==> config.mk <==
export PLATFORM = sky130hd
export DESIGN_NAME = score_keeper
export DESIGN_NICKNAME = d
export VERILOG_FILES = /design/src/rtl/maze_pkg.sv /design/src/rtl/bcd_add4.sv /design/src/rtl/score_keeper.sv
export SDC_FILE = /design/constraint.sdc
export NUM_CORES = 1
export LEC_CHECK = 0
export ABC_CLOCK_PERIOD_IN_PS = 11860
export BUFFER_PORTS_ARGS = -buffer_cell sky130_fd_sc_hd__buf_2
export CORE_AREA = 2 2 88 90
export DETAILED_ROUTE_END_ITERATION = 8
export DIE_AREA = 0 0 90 92
export PLACE_DENSITY_LB_ADDON = 0.25
export SYNTH_ARGS = -nofsm -noshare
export SYNTH_HDL_FRONTEND = slang
export SYNTH_SLANG_ARGS = --single-unit
==> constraint.sdc <==
create_clock -name Clk -period 11.86 [get_ports Clk]
set_input_delay 0.593 -clock Clk [delete_from_list [all_inputs] [get_ports Clk]]
set_output_delay 0.593 -clock Clk [all_outputs]
set_load 0.05 [all_outputs]
==> src/rtl/maze_pkg.sv <==
// rtl/maze_pkg.sv - shared types and constants for the maze game score path
package maze_pkg;

   typedef enum logic [1:0] {
      IDLE    = 2'd0,
      RUN     = 2'd1,
      EXPIRED = 2'd2,
      OVER    = 2'd3
   } phase_t;

   typedef logic [3:0] bcd_digit_t;

   localparam logic [15:0] BCD_MAX = 16'h9999;

   // Two-digit packed BCD of a small binary constant (0..99).
   function automatic logic [7:0] bin2bcd8(input int unsigned v);
      return {4'(v / 10), 4'(v % 10)};
   endfunction

endpackage

==> src/rtl/bcd_add4.sv <==
// rtl/bcd_add4.sv - saturating 4-digit packed-BCD adder (combinational)
module bcd_add4
   import maze_pkg::*;
(
   input  logic [15:0] a,
   input  logic [15:0] b,
   output logic [15:0] sum
);

   logic        carry;
   logic [4:0]  raw;
   bcd_digit_t  digit;
   logic [15:0] result;

   always_comb begin
      carry  = 1'b0;
      raw    = '0;
      digit  = '0;
      result = '0;
      for (int i = 0; i < 4; i++) begin
         raw = {1'b0, a[4*i +: 4]} + {1'b0, b[4*i +: 4]} + {4'b0000, carry};
         // Digits above 9 skip the six unused codes and carry into the next digit.
         if (raw > 5'd9) begin
            raw   = raw + 5'd6;
            carry = 1'b1;
         end else begin
            carry = 1'b0;
         end
         digit             = raw[3:0];
         result[4*i +: 4]  = digit;
      end
      sum = carry ? BCD_MAX : result;
   end

endmodule

==> src/rtl/score_keeper.sv <==
// rtl/score_keeper.sv - score, level, countdown timer and high score for the maze game
// Optional time bonus on level completion is enabled by defining SCORE_TIME_BONUS_EN.
module score_keeper
   import maze_pkg::*;
#(
   parameter int          FRAMES_PER_SEC = 60,
   parameter int          LEVEL_TIME     = 99,
   parameter logic [15:0] COIN_POINTS    = 16'h0005,
   parameter int          MAX_LEVEL      = 9
) (
   input  logic        Clk,
   input  logic        Reset_n,
   input  logic        frame_clk,
   input  logic        inc,
   input  logic        score_CU,
   input  logic        clr,
   input  logic        H_STATE,
   input  logic        E_STATE,
   output logic [15:0] score,
   output logic [15:0] high_score,
   output logic [3:0]  level,
   output logic [7:0]  time_left,
   output logic        F_LAG
);

   localparam int         FW     = (FRAMES_PER_SEC > 1) ? $clog2(FRAMES_PER_SEC) : 1;
   localparam logic [7:0] LT_BCD = bin2bcd8(LEVEL_TIME);

   phase_t         phase, phase_nxt;
   logic           fs1, fs2, fs3;
   logic           inc_q, coin_q;
   logic           frame_tick, inc_evt, coin_evt;
   logic [FW-1:0]  fcnt;
   logic [15:0]    coin_add, score_coin, score_nxt;
   logic [7:0]     time_dec;

   always_ff @(posedge Clk or negedge Reset_n) begin
      if (!Reset_n) begin
         fs1    <= 1'b0;
         fs2    <= 1'b0;
         fs3    <= 1'b0;
         inc_q  <= 1'b0;
         coin_q <= 1'b0;
      end else begin
         fs1    <= frame_clk;
         fs2    <= fs1;
         fs3    <= fs2;
         inc_q  <= inc;
         coin_q <= score_CU;
      end
   end

   assign frame_tick = fs2 & ~fs3;
   assign inc_evt    = inc & ~inc_q & (phase == RUN);
   assign coin_evt   = score_CU & ~coin_q & (phase == RUN);

   always_ff @(posedge Clk or negedge Reset_n) begin
      if (!Reset_n) phase <= IDLE;
      else          phase <= phase_nxt;
   end

   always_comb begin
      phase_nxt = phase;
      if (clr) begin
         phase_nxt = IDLE;
      end else begin
         case (phase)
            IDLE:    if (!H_STATE) phase_nxt = RUN;
            RUN:     if (E_STATE) phase_nxt = OVER;
                     else if (time_left == 8'h00) phase_nxt = EXPIRED;
            EXPIRED: if (E_STATE) phase_nxt = OVER;
            default: phase_nxt = phase;
         endcase
      end
   end

   assign coin_add = coin_evt ? COIN_POINTS : 16'h0000;

   bcd_add4 u_coin_add (.a(score), .b(coin_add), .sum(score_coin));

`ifdef SCORE_TIME_BONUS_EN
   logic [15:0] bonus_add;
   // The bonus uses the seconds left before the level reload takes effect.
   assign bonus_add = inc_evt ? {8'h00, time_left} : 16'h0000;
   bcd_add4 u_bonus_add (.a(score_coin), .b(bonus_add), .sum(score_nxt));
`else
   assign score_nxt = score_coin;
`endif

   assign time_dec = (time_left[3:0] == 4'd0) ? {time_left[7:4] - 4'd1, 4'd9}
                                              : {time_left[7:4], time_left[3:0] - 4'd1};

   always_ff @(posedge Clk or negedge Reset_n) begin
      if (!Reset_n) begin
         score      <= 16'h0000;
         high_score <= 16'h0000;
         level      <= 4'd0;
         time_left  <= LT_BCD;
         fcnt       <= '0;
         F_LAG      <= 1'b0;
      end else begin
         F_LAG <= (phase_nxt == EXPIRED);
         if (phase_nxt == OVER && phase != OVER && score_nxt > high_score)
            high_score <= score_nxt;
         if (phase_nxt == IDLE) begin
            score     <= 16'h0000;
            level     <= 4'd0;
            time_left <= LT_BCD;
            fcnt      <= '0;
         end else if (phase == RUN) begin
            score <= score_nxt;
            // A level reload wins over a timer step landing in the same cycle.
            if (inc_evt) begin
               if (level < 4'(MAX_LEVEL)) level <= level + 4'd1;
               time_left <= LT_BCD;
               fcnt      <= '0;
            end else if (frame_tick) begin
               if (fcnt == FW'(FRAMES_PER_SEC - 1)) begin
                  fcnt <= '0;
                  if (time_left != 8'h00) time_left <= time_dec;
               end else begin
                  fcnt <= fcnt + FW'(1);
               end
            end
         end
      end
   end

endmodule

# [After elaboration in Yosys (flattened, before gate mapping)]
# Cells that the tools add are included.
[totals] mem_bits_rw=0 ff_bits=58 in_bits=8 rom_bits=0 wordCells=100 latch_bits=0 mem_count=0
[op_classes] muxes=34 eq_ne=6 mul=0 shifts=0 n_bitwise=8 div=0 n_reduce_logical=18 magnitude_cmp=6 n_addsub=15
[ops] cell="$mux 8" count=7
[ops] cell="$mux 16" count=3
[ops] cell="$mux 4" count=8
[ops] cell="$mux 6" count=5
[ops] cell="$gt 5x4->1 const B" count=4
[ops] cell="$add 4x3->4 const B" count=4
[ops] cell="$gt 16x16->1" count=1
[ops] cell="$add 4x1->5 const B" count=3
[ops] cell="$add 5x1->5" count=3
[ops] cell="$reduce_bool 3->1" count=4
[ops] cell="$mux 2" count=5
[ops] cell="$logic_not 8->1" count=1
[ops] cell="$reduce_bool 8->1" count=1
[ops] cell="$sub 4x1->4 const B" count=2
[ops] cell="$add 6x1->6 const B" count=1
[ops] cell="$eq 2x2->1 const B" count=3
[ops] cell="$eq 6x6->1 const B" count=1
[ops] cell="$pmux 2 s3" count=1
[ops] cell="$reduce_bool 2->1" count=3
[ops] cell="$add 4x3->5" count=1
[ops] cell="$and 1x1->1" count=5
[ops] cell="$reduce_and 5->1" count=1
[ops] cell="$add 4x1->4 const B" count=1
[ops] cell="$logic_not 2->1" count=2
[ops] cell="other kinds (11)" count=17

# [Depth between registers and ports, before layout]
# Gate-level depths: netlist (run 1).
[depth] depth_word=19 depth_mapped=36

# [Hierarchy]
# From an unflattened synthesis (run 1), not the netlist that was laid out.
[hier_totals] cells_unflattened=424 hier_area_um2=4046.4
[modules_own_cells] module="score_keeper" seq_area_each_um2=1456.4 n_inst=1 area_each_um2=3021.6 cells_per_inst=295
[modules_own_cells] module="bcd_add4" seq_area_each_um2=0.0 n_inst=1 area_each_um2=1024.7 cells_per_inst=129

# [Least setup slack after synthesis (run 1)]
# No wires, ideal clock.
[synth_path] path_kind="in2reg" startpoint="input port score_CU" endpoint="register high_score[15]" n_path_buf=2 arrival_ns=6.806 setup_slack_ns=4.926 required_ns=11.732 path_stages=31 path_cell_list="and4bb_4 ha_1 ha_1 xor2_1 xnor2_1 ha_1 nand2_1 nand3_1 nand2_1 ha_1 ha_1 a21oi_1 o21ai_1 ha_1 ha_1 a21oi_1 o21ai_1 ha_1 ha_1 nor2b_1 a41oi_1 and2_0 buf_2 a21oi_1 ha_1 nand4_1 nor4_1 a22oi_1 a21oi_2 buf_2 mux2_1"
[synth_between] elab_chain_len=18 elab_cells_between_ends=26
[synth_lines] item="from (decl)" line_no="score_keeper.sv:15" rtl="input logic score_CU,"
[synth_lines] item="$and 1x1->1 * (2 in series)" line_no="score_keeper.sv:55" rtl="assign coin_evt = score_CU & ~coin_q & (phase == RUN);"
[synth_lines] item="$mux 3 *" line_no="score_keeper.sv:77" rtl="assign coin_add = coin_evt ? COIN_POINTS : 16'h0000;"
[synth_lines] item="$add 4x3->5 *" line_no="bcd_add4.sv:21" rtl="raw = {1'b0, a[4*i +: 4]} + {1'b0, b[4*i +: 4]} + {4'b0000, carry};"
[synth_lines] item="$gt 5x4->1 *" line_no="bcd_add4.sv:23" rtl="if (raw > 5'd9) begin"
[synth_lines] item="$mux 1 *" line_no="bcd_add4.sv:23"
[synth_lines] item="$add 5x1->5 *" line_no="bcd_add4.sv:21"
[synth_lines] item="$gt 5x4->1 *" line_no="bcd_add4.sv:23"
[synth_lines] item="$mux 1 *" line_no="bcd_add4.sv:23"
[synth_lines] item="(+2 left out)"
[synth_lines] item="$mux 1 *" line_no="bcd_add4.sv:23"
[synth_lines] item="$add 5x1->5 *" line_no="bcd_add4.sv:21"
[synth_lines] item="$add 4x3->4 or $gt 5x4->1 (tied branches)" line_no="bcd_add4.sv:24, bcd_add4.sv:23"
[synth_lines] item="$mux 4 or $mux 1 (tied branches)" line_no="bcd_add4.sv:23"
[synth_lines] item="$mux 16 *" line_no="bcd_add4.sv:32" rtl="sum = carry ? BCD_MAX : result;"
[synth_lines] item="via score_coin[15]" line_no="score_keeper.sv:34" rtl="logic [15:0] coin_add, score_coin, score_nxt;"
[synth_lines] item="$gt 16x16->1" line_no="score_keeper.sv:103" rtl="if (phase_nxt == OVER && phase != OVER && score_nxt > high_score)"
[synth_lines] item="$logic_and 1x1->1" line_no="score_keeper.sv:103"
[synth_lines] item="to (signal assigned)" line_no="score_keeper.sv:104" rtl="high_score <= score_nxt;"
[synth_lines] item="to (decl)" line_no="score_keeper.sv:20" rtl="output logic [15:0] high_score,"
# Mark *: on every way through the listed nets, which the timed path passes. The rest lies on a longest branch.
# A chain may end at the register's enable or synchronous reset.

# [Worst setup path in the final report (run 1)]
[layout_path] startpoint="register phase[0]" endpoint="register high_score[3]"
[layout_between] elab_chain_len=18 elab_cells_between_ends=37
[layout_lines] item="from (decl)" line_no="score_keeper.sv:29" rtl="phase_t phase, phase_nxt;"
[layout_lines] item="from (signal assigned)" line_no="score_keeper.sv:59" rtl="else phase <= phase_nxt;"
[layout_lines] item="$eq 2x1->1 *" line_no="score_keeper.sv:55"
[layout_lines] item="$and 1x1->1 *" line_no="score_keeper.sv:55"
[layout_lines] item="$mux 3 *" line_no="score_keeper.sv:77"
[layout_lines] item="$add 4x3->5 *" line_no="bcd_add4.sv:21"
[layout_lines] item="$gt 5x4->1 *" line_no="bcd_add4.sv:23"
[layout_lines] item="$mux 1 *" line_no="bcd_add4.sv:23"
[layout_lines] item="$add 5x1->5 *" line_no="bcd_add4.sv:21"
[layout_lines] item="$gt 5x4->1 *" line_no="bcd_add4.sv:23"
[layout_lines] item="(+3 left out)"
[layout_lines] item="$mux 1 *" line_no="bcd_add4.sv:23"
[layout_lines] item="$add 5x1->5 *" line_no="bcd_add4.sv:21"
[layout_lines] item="$add 4x3->4 or $gt 5x4->1 (tied branches)" line_no="bcd_add4.sv:24, bcd_add4.sv:23"
[layout_lines] item="$mux 4 or $mux 1 (tied branches)" line_no="bcd_add4.sv:23"
[layout_lines] item="$mux 16 *" line_no="bcd_add4.sv:32"
[layout_lines] item="via score_coin[15]" line_no="score_keeper.sv:34"
[layout_lines] item="$gt 16x16->1 *" line_no="score_keeper.sv:103"
[layout_lines] item="$logic_and 1x1->1 *" line_no="score_keeper.sv:103"
# Marks and branches as above.

==> results.rst, run 1 <==
.. list-table::
   :header-rows: 1

   * - Metric
     - Value
   * - R2R Path End
     - high_score[3]
   * - Setup-violating endpoint count in the final report
     - 0
   * - Layout cell share with drive strength beyond 1
     - 20.7%
   * - Post-layout net count
     - 467
   * - Leading cell types in the layout, fill and taps excluded
     - sky130_fd_sc_hd__dfrtp_1, sky130_fd_sc_hd__buf_2, sky130_fd_sc_hd__ha_1, sky130_fd_sc_hd__nand2_1
   * - Setup bufs post-CTS
     - 0
   * - Worst-case hold path end point
     - fs2
   * - Total DRC errors in the routed layout
     - 0
   * - Cell area reported after detailed placement
     - 3940 sq um
   * - Worst slew margin relative to its limit
     - 38.3%
   * - Highest clock frequency the design can meet
     - 0.124 GHz
   * - Number of buffers inserted during clock tree synthesis
     - 9
   * - Avg Cell Area, Syn
     - 9.74 sq um
   * - Count of flip-flops with a built-in enable after synthesis
     - 0
   * - Synthesized area
     - 3580 sq um
   * - Total Neg Setup Slack
     - 0 ns
   * - Final Max Slew Viols
     - 0
   * - Count of input and output buffers
     - 52
   * - Std-Cell Core Area
     - 7450 sq um
   * - Via count
     - 2861
   * - P&R area growth vs syn
     - 15.0%
   * - Routed vias/inst
     - 5.39
   * - Startpoint of the most critical register-to-register path
     - phase[0]
   * - Most common library cell in the layout ignoring fill and taps
     - sky130_fd_sc_hd__dfrtp_1
   * - CP required
     - 12.09 ns
   * - Post-synthesis sequential element count
     - 58
   * - Clock sinks
     - 58
   * - Number of diodes added for antenna fixing
     - 0
   * - Period utilisation layout
     - 68.3%
   * - Filler instances
     - 717
   * - Maximum fanout along the worst path
     - 16
   * - Hold crit path type
     - reg2reg
   * - Crit Path Category
     - reg2reg
   * - Placement Rows
     - 32
   * - Final HPWL DP
     - 6.00 mm
   * - Area of the die
     - 8280 sq um
   * - Routed wire length per instance
     - 15.4 um
   * - Peak ir drop on the vdd network
     - 0.0000698 V
   * - Width of the chip
     - 90 um
   * - Largest net degree at the start of global routing
     - 59
   * - CP Data Arrival Time
     - 8.33 ns
   * - Die Span Y
     - 92 um
   * - # resized after CTS
     - 0
   * - Register-to-register setup slack
     - 3.77 ns
   * - CTS tree
     - built
   * - Cell area power density
     - 133 nW/um^2
   * - Number of antenna violations at the first check in global routing
     - 0
   * - Max-cap violation count
     - 0
   * - Finished layout cell area
     - 4110 sq um
   * - H-tree levels
     - 3
   * - Maximum buffer depth of the clock tree
     - 2
   * - Count of unique library cells instantiated by Yosys
     - 60
   * - Clock slew at the register clock pins of the worst setup and hold paths
     - 0.06 ns
   * - CP Launch Type
     - register
   * - Run status
     - complete, no violations
   * - Initial Utilization
     - 48.0%
   * - Fraction of synthesis flops using an asynchronous set or reset pin
     - 100%
   * - R2R depth
     - 30
   * - Num ports
     - 53
   * - Overall track demand over capacity in global routing
     - 21.2%
   * - Global-route wire length before repair
     - 13.8 mm
   * - Minimum clock period
     - 8.09 ns
   * - Drt pass-1 iters
     - 4
   * - Kind of end point of the critical path
     - register
   * - Yosys synthesis warning count
     - 0
   * - Most used cell along the critical path
     - sky130_fd_sc_hd__ha_1
   * - Iter 0 DRT Violations
     - 102
   * - Top FF cell, synth
     - sky130_fd_sc_hd__dfrtp_1
   * - Clock Skews
     - 0.00624 ns
   * - Final Util
     - 55.2%
   * - Final weighted congestion in routability-driven placement
     - 0.844
   * - Pin slew with the least headroom to its limit
     - 0.925 ns
   * - Worst Hold Margin
     - 0.353 ns
   * - Post-Synthesis Net Count
     - 410
   * - Clock latency on the worst-skew pair
     - 0.35 ns
   * - Part of the Yosys area used for sequential elements
     - 40.7%
   * - DRT antenna net count
     - 0
   * - Total wirelength of the detailed-routed design
     - 8.16 mm
   * - Worst stage delay on the critical path
     - 0.76 ns
   * - Vias in the first global route
     - 2850
   * - Overflow left after global routing
     - 0
   * - Setup repair after global routing missed its margin
     - no
   * - Final hold violation count
     - 0
   * - Worst path slowest cell
     - sky130_fd_sc_hd__a21oi_2
   * - CTS hold repair buffers
     - 0
   * - Number of cells traversed by the worst hold path
     - 0
   * - Beginning of the worst hold path
     - fs1
   * - Clk Tree Root Cell
     - sky130_fd_sc_hd__clkbuf_8
   * - Gate count of the mapped netlist
     - 367
   * - Cell leakage power
     - 2.05 nW
[critical path, delay by kind of cell, from the launching register on]
kind / cells / cell delay, ns
simple gates: 11 / 2.08
flops: 1 / 0.48
mux: 1 / 0.42
xor+xnor: 3 / 0.86
fa+ha+maj: 9 / 2.25
compound gates: 6 / 1.89
[worst max-delay path by stage]
stage          cells past startpoint  slack [ns]     start        endpoint
5_1_grt                           30        3.11  phase[0]   high_score[1]
3_5_place_dp                      30        3.64  score_CU   high_score[3]
6_report                          30        3.77  phase[0]   high_score[3]
3_3_place_gp                      30        3.91  score_CU   high_score[3]
4_1_cts                           29        3.79  phase[0]   high_score[3]
2_1_floorplan                     31        4.93  score_CU  high_score[15]
[cells in the mapped netlist (6+ instances only)]
cell,count,area share (%)
sky130_fd_sc_hd__dfrtp_1,54,38
sky130_fd_sc_hd__ha_1,35,12
sky130_fd_sc_hd__nand2_1,34,3.6
sky130_fd_sc_hd__inv_1,32,3.4
sky130_fd_sc_hd__nor2_1,32,3.4
sky130_fd_sc_hd__a21oi_1,21,2.9
sky130_fd_sc_hd__nand3_1,12,1.7
sky130_fd_sc_hd__mux2_1,10,3.1
sky130_fd_sc_hd__xor2_1,9,2.2
sky130_fd_sc_hd__nand2b_1,8,1.4
sky130_fd_sc_hd__o21ai_0,8,1.1
sky130_fd_sc_hd__a22o_1,6,1.5
sky130_fd_sc_hd__mux2i_1,6,1.7
sky130_fd_sc_hd__nand4_1,6,1.0
sky130_fd_sc_hd__nor3_1,6,0.84
sky130_fd_sc_hd__o21ai_1,6,0.84
[flip-flops by register name (all words and copies together), names as in the netlist]
name	count
score	16
level	4
inc_q	1
fs3	1
fs1	1
time_left	8
fcnt	6
fs2	1
coin_q	1
phase	2
high_score	16
F_LAG	1
[stage by stage]
stage / instances / power, mW / setup slack, ns
floorplan: 367 / 0.345 / 4.93
global placement: 515 / 0.383 / 3.91
detailed placement: 515 / 0.386 / 3.64
CTS: 531 / 0.552 / 3.79
global route: 531 / 0.578 / 3.11
finish: 531 / 0.547 / 3.77
[cell families after synthesis]
family	Yosys count	synth area share [%]
buffers and inverters	40	4.48
XOR/XNOR	14	3.64
AO/OA/AOI/OAI	71	14.1
flip-flops	58	40.7
adder cells (fa/ha/maj)	37	12.9
multiplexers	21	6.40
AND/OR/NAND/NOR	126	17.7
[per-layer routing]
layer	part of all wire, %	vias to the layer above	GRT usage (%)
met5	0	-	0
met4	2.3	0	11.8
met3	4.3	15	4.11
met2	48	66	33.4
met1	46	1373	27.6
li1	-	1407	-
[where the power goes]
part	total [mW]	switching, mW	internal (mW)
Sequential	0.227	0.0138	0.213
Clock	0.165	0.0790	0.0862
Combinational	0.155	0.108	0.0477
[cell type report]
type	count	area [sq um]	area share (%)
clock buffers	13	159	3.86
clock inverters	3	15.0	0.365
inverters	32	120	2.92
multi-input cells	269	1960	47.6
flip-flops and latches	58	1460	35.4
well taps	102	128	3.10
repair buffers	54	275	6.69
Power figures use the tool's default switching activity.
==> run 2: changes to the inputs <==
Settings changed: ABC_CLOCK_PERIOD_IN_PS 11860 to 7000.
Clock period 11.86 ns to 7 ns, I/O delays scaled along.
==> run 2 against run 1 <==
Clock power rose by 110%. Non-clock buffer count increased by 32. First-iteration DRC count rose by 5.9%. Critical path type unchanged. Largest power group unchanged.
==> results.rst, run 2 (synthesized netlist as in run 1, its figures left out) <==
.. list-table::
   :header-rows: 1

   * - Metric
     - Value
   * - CTS tree
     - built
   * - Highest clock frequency the design can meet
     - 0.152 GHz (+23%)
   * - Finished layout cell area
     - 4460 sq um (+8.4%)
   * - Clock latency on the worst-skew pair
     - 0.35 ns (about the same)
   * - Hold crit path type
     - in2reg
   * - Final weighted congestion in routability-driven placement
     - 0.909 (+7.7%)
   * - Final Max Slew Viols
     - 0 (unchanged)
   * - Total Power Consumption
     - 1.04 mW (+90%)
   * - Num ports
     - 53 (unchanged)
   * - Number of buffers inserted during clock tree synthesis
     - 9 (unchanged)
   * - Vias in the first global route
     - 2972 (+4.3%)
   * - Cell area reported after detailed placement
     - 4170 sq um (+5.9%)
   * - Total Neg Setup Slack
     - 0 ns (unchanged)
   * - Routed vias/inst
     - 5.24 (-2.7%)
   * - R2R Path End
     - high_score[12]
   * - Total DRC errors in the routed layout
     - 0 (unchanged)
   * - Initial Utilization
     - 48.0% (unchanged)
   * - Sequential Area
     - 1460 sq um (unchanged)
   * - Setup-violating endpoint count in the final report
     - 0 (unchanged)
   * - Startpoint of the most critical register-to-register path
     - phase[1]
   * - Leading cell types in the layout, fill and taps excluded
     - sky130_fd_sc_hd__dfrtp_1, sky130_fd_sc_hd__buf_2, sky130_fd_sc_hd__ha_1, sky130_fd_sc_hd__nand2_1, sky130_fd_sc_hd__buf_4
   * - CP Launch Type
     - register
   * - Clock sinks
     - 58 (unchanged)
   * - Width of the chip
     - 90 um (unchanged)
   * - Net Sw Frac
     - 35.7% (-0.91 points)
   * - Worst slew margin relative to its limit
     - 50.5% (+12 points)
   * - Part of the total power dissipated in the clock network
     - 34.0% (+3.8 points)
   * - Register-to-register setup slack
     - 0.41 ns (-3.35 ns)
   * - CP required
     - 7.23 ns (-4.86 ns)
   * - Total area of multi-input combinational cells
     - 2000 sq um (+2.0%)
   * - Number of antenna violations at the first check in global routing
     - 0 (unchanged)
   * - Internal power contribution
     - 668 uW (+92%)
   * - Beginning of the worst hold path
     - frame_clk
   * - Number of diodes added for antenna fixing
     - 0 (unchanged)
   * - Sequential power share
     - 36.8% (-4.6 points)
   * - Most used cell along the critical path
     - sky130_fd_sc_hd__ha_1
   * - Iter 0 DRT Violations
     - 108 (+5.9%)
   * - Std-Cell Core Area
     - 7450 sq um (unchanged)
   * - Layout cell share with drive strength beyond 1
     - 28.0% (+7.2 points)
   * - Number of cells traversed by the worst hold path
     - 1 (+1)
   * - Maximum buffer depth of the clock tree
     - 2 (unchanged)
   * - Filler instances
     - 647 (-9.8%)
   * - Overflow left after global routing
     - 0 (unchanged)
   * - Pin slew with the least headroom to its limit
     - 0.740 ns (-0.185 ns)
   * - CP Data Arrival Time
     - 6.81 ns (-1.52 ns)
   * - Area of the die
     - 8280 sq um (unchanged)
   * - Final hold violation count
     - 0 (unchanged)
   * - Via count
     - 2951 (+3.1%)
   * - Proportion of power drawn by combinational gates
     - 29.1% (+0.7 points)
   * - Routed wire length per instance
     - 14.8 um (-3.6%)
   * - DRT antenna net count
     - 0 (unchanged)
   * - Drt pass-1 iters
     - 4 (unchanged)
   * - Kind of end point of the critical path
     - register
   * - Post-layout net count
     - 499 (+6.9%)
   * - Clk Tree Root Cell
     - sky130_fd_sc_hd__clkbuf_8
   * - Clock Skews
     - 0.0103 ns (+0.00403 ns)
   * - Sw Pwr
     - 370 uW (+85%)
   * - Total wirelength of the detailed-routed design
     - 8.35 mm (+2.3%)
   * - Run status
     - complete, no violations
   * - Largest net degree at the start of global routing
     - 59 (unchanged)
   * - Final HPWL DP
     - 6.19 mm (+3.2%)
   * - Overall track demand over capacity in global routing
     - 21.3% (+0.11 points)
   * - Cell area power density
     - 233 nW/um^2 (+75%)
   * - Minimum clock period
     - 6.59 ns (-1.51 ns)
   * - Most common library cell in the layout ignoring fill and taps
     - sky130_fd_sc_hd__dfrtp_1
   * - Slack of the critical path
     - 0.411 ns (-3.35 ns)
   * - Clock slew at the register clock pins of the worst setup and hold paths
     - 0.08 ns (+0.02 ns)
   * - Worst slack after detailed placement
     - -0.148 ns (-3.79 ns)
   * - Period utilisation layout
     - 94.1% (+26 points)
   * - Max-cap violation count
     - 0 (unchanged)
   * - Setup repair after global routing missed its margin
     - no
   * - Largest registers in the final layout
     - high_score (16), score (16), time_left (8)
   * - R2R depth
     - 31 (+3.3%)
   * - P&R area growth vs syn
     - 24.6%
   * - Worst-case hold path end point
     - fs1
   * - Crit Path Category
     - reg2reg
   * - Placement Rows
     - 32 (unchanged)
   * - Post-Layout Cell Count
     - 563 (+6.0%)
   * - Worst stage delay on the critical path
     - 0.39 ns (-0.37 ns)
   * - H-tree levels
     - 3 (unchanged)
   * - Global-route wire length before repair
     - 14.0 mm (+1.5%)
   * - Maximum fanout along the worst path
     - 15 (-1)
   * - Cell leakage power
     - 2.23 nW (+9.1%)
   * - Peak ir drop on the vdd network
     - 0.000118 V (+68%)
   * - Count of input and output buffers
     - 52 (unchanged)
   * - Die Span Y
     - 92 um (unchanged)
   * - Worst path slowest cell
     - sky130_fd_sc_hd__and4bb_4
   * - Cell total after placement
     - 546 (+6.0%)
[run 2: cell types whose count changed in the layout (fill, tap and decap cells not counted), sizes merged]
| cell | before | now |
|---|---|---|
| buf | 54 | 86 |
| clkbuf | 13 | 9 |
| bufinv | 0 | 2 |
| clkinvlp | 0 | 2 |
| clkinv | 3 | 2 |
| inv | 32 | 33 |
[run 2: layout make-up]
class	count	share of cell area [%]
clock buffer	9	2.78
clock inverter	7	2.27
inverter	32	2.70
multi-input combinational	269	44.9
sequential	58	32.7
tap	102	2.86
timing repair buffer	86	11.8
[run 2: through the flow]
| step | hold slack, ns | util [%] |
|---|---|---|
| floorplan | 0.0544 | - |
| global placement | 0.334 | 56.0 |
| detailed placement | 0.338 | 56.0 |
| CTS | 0.0942 | 59.1 |
| global route | 0.114 | 59.8 |
| finish | 0.109 | 59.8 |
[run 2: power groups by stage]
stage	Clock [mW]	Sequential, mW	Combinational, mW
2_1_floorplan	0	0.460	0.125
3_3_place_gp	0	0.388	0.279
3_5_place_dp	0	0.389	0.285
4_1_cts	0.360	0.382	0.290
5_1_grt	0.374	0.387	0.326
6_report	0.353	0.382	0.302
[run 2: worst max-delay path by stage]
stage              from              to  slack, ns
4_1_cts        phase[1]   high_score[2]       0.14
3_5_place_dp   score_CU   high_score[2]      -0.15
5_1_grt        phase[1]  high_score[11]       0.02
3_3_place_gp   score_CU   high_score[3]       0.21
2_1_floorplan  phase[0]  high_score[15]       0.18
6_report       phase[1]  high_score[12]       0.41
[run 2: worst max-delay path, delay by kind of cell (launching register included)]
kind / cells / cell delay, ns
compound gates: 7 / 1.07
xor+xnor: 2 / 0.36
fa+ha+maj: 10 / 2.44
buf+inv: 1 / 0.17
flops: 1 / 0.38
mux: 1 / 0.31
simple gates: 10 / 1.71
[run 2: repair_timing]
action	CTS	global route
setup buffers	0	1
gates resized for setup	1	7
hold buffers	0	0
pin swaps	0	1
cloned	0	0
setup endpoints to repair	15	16
[run 2: routing by layer]
metal	routed length (um)	up-vias	part of all wire [%]	global-route usage (%)
met5	0	-	0	0
met1	3820	1400	46	27.1
met2	4010	60	48	35.5
met3	320	20	3.8	3.62
li1	-	1471	-	-
met4	200	0	2.4	10.5
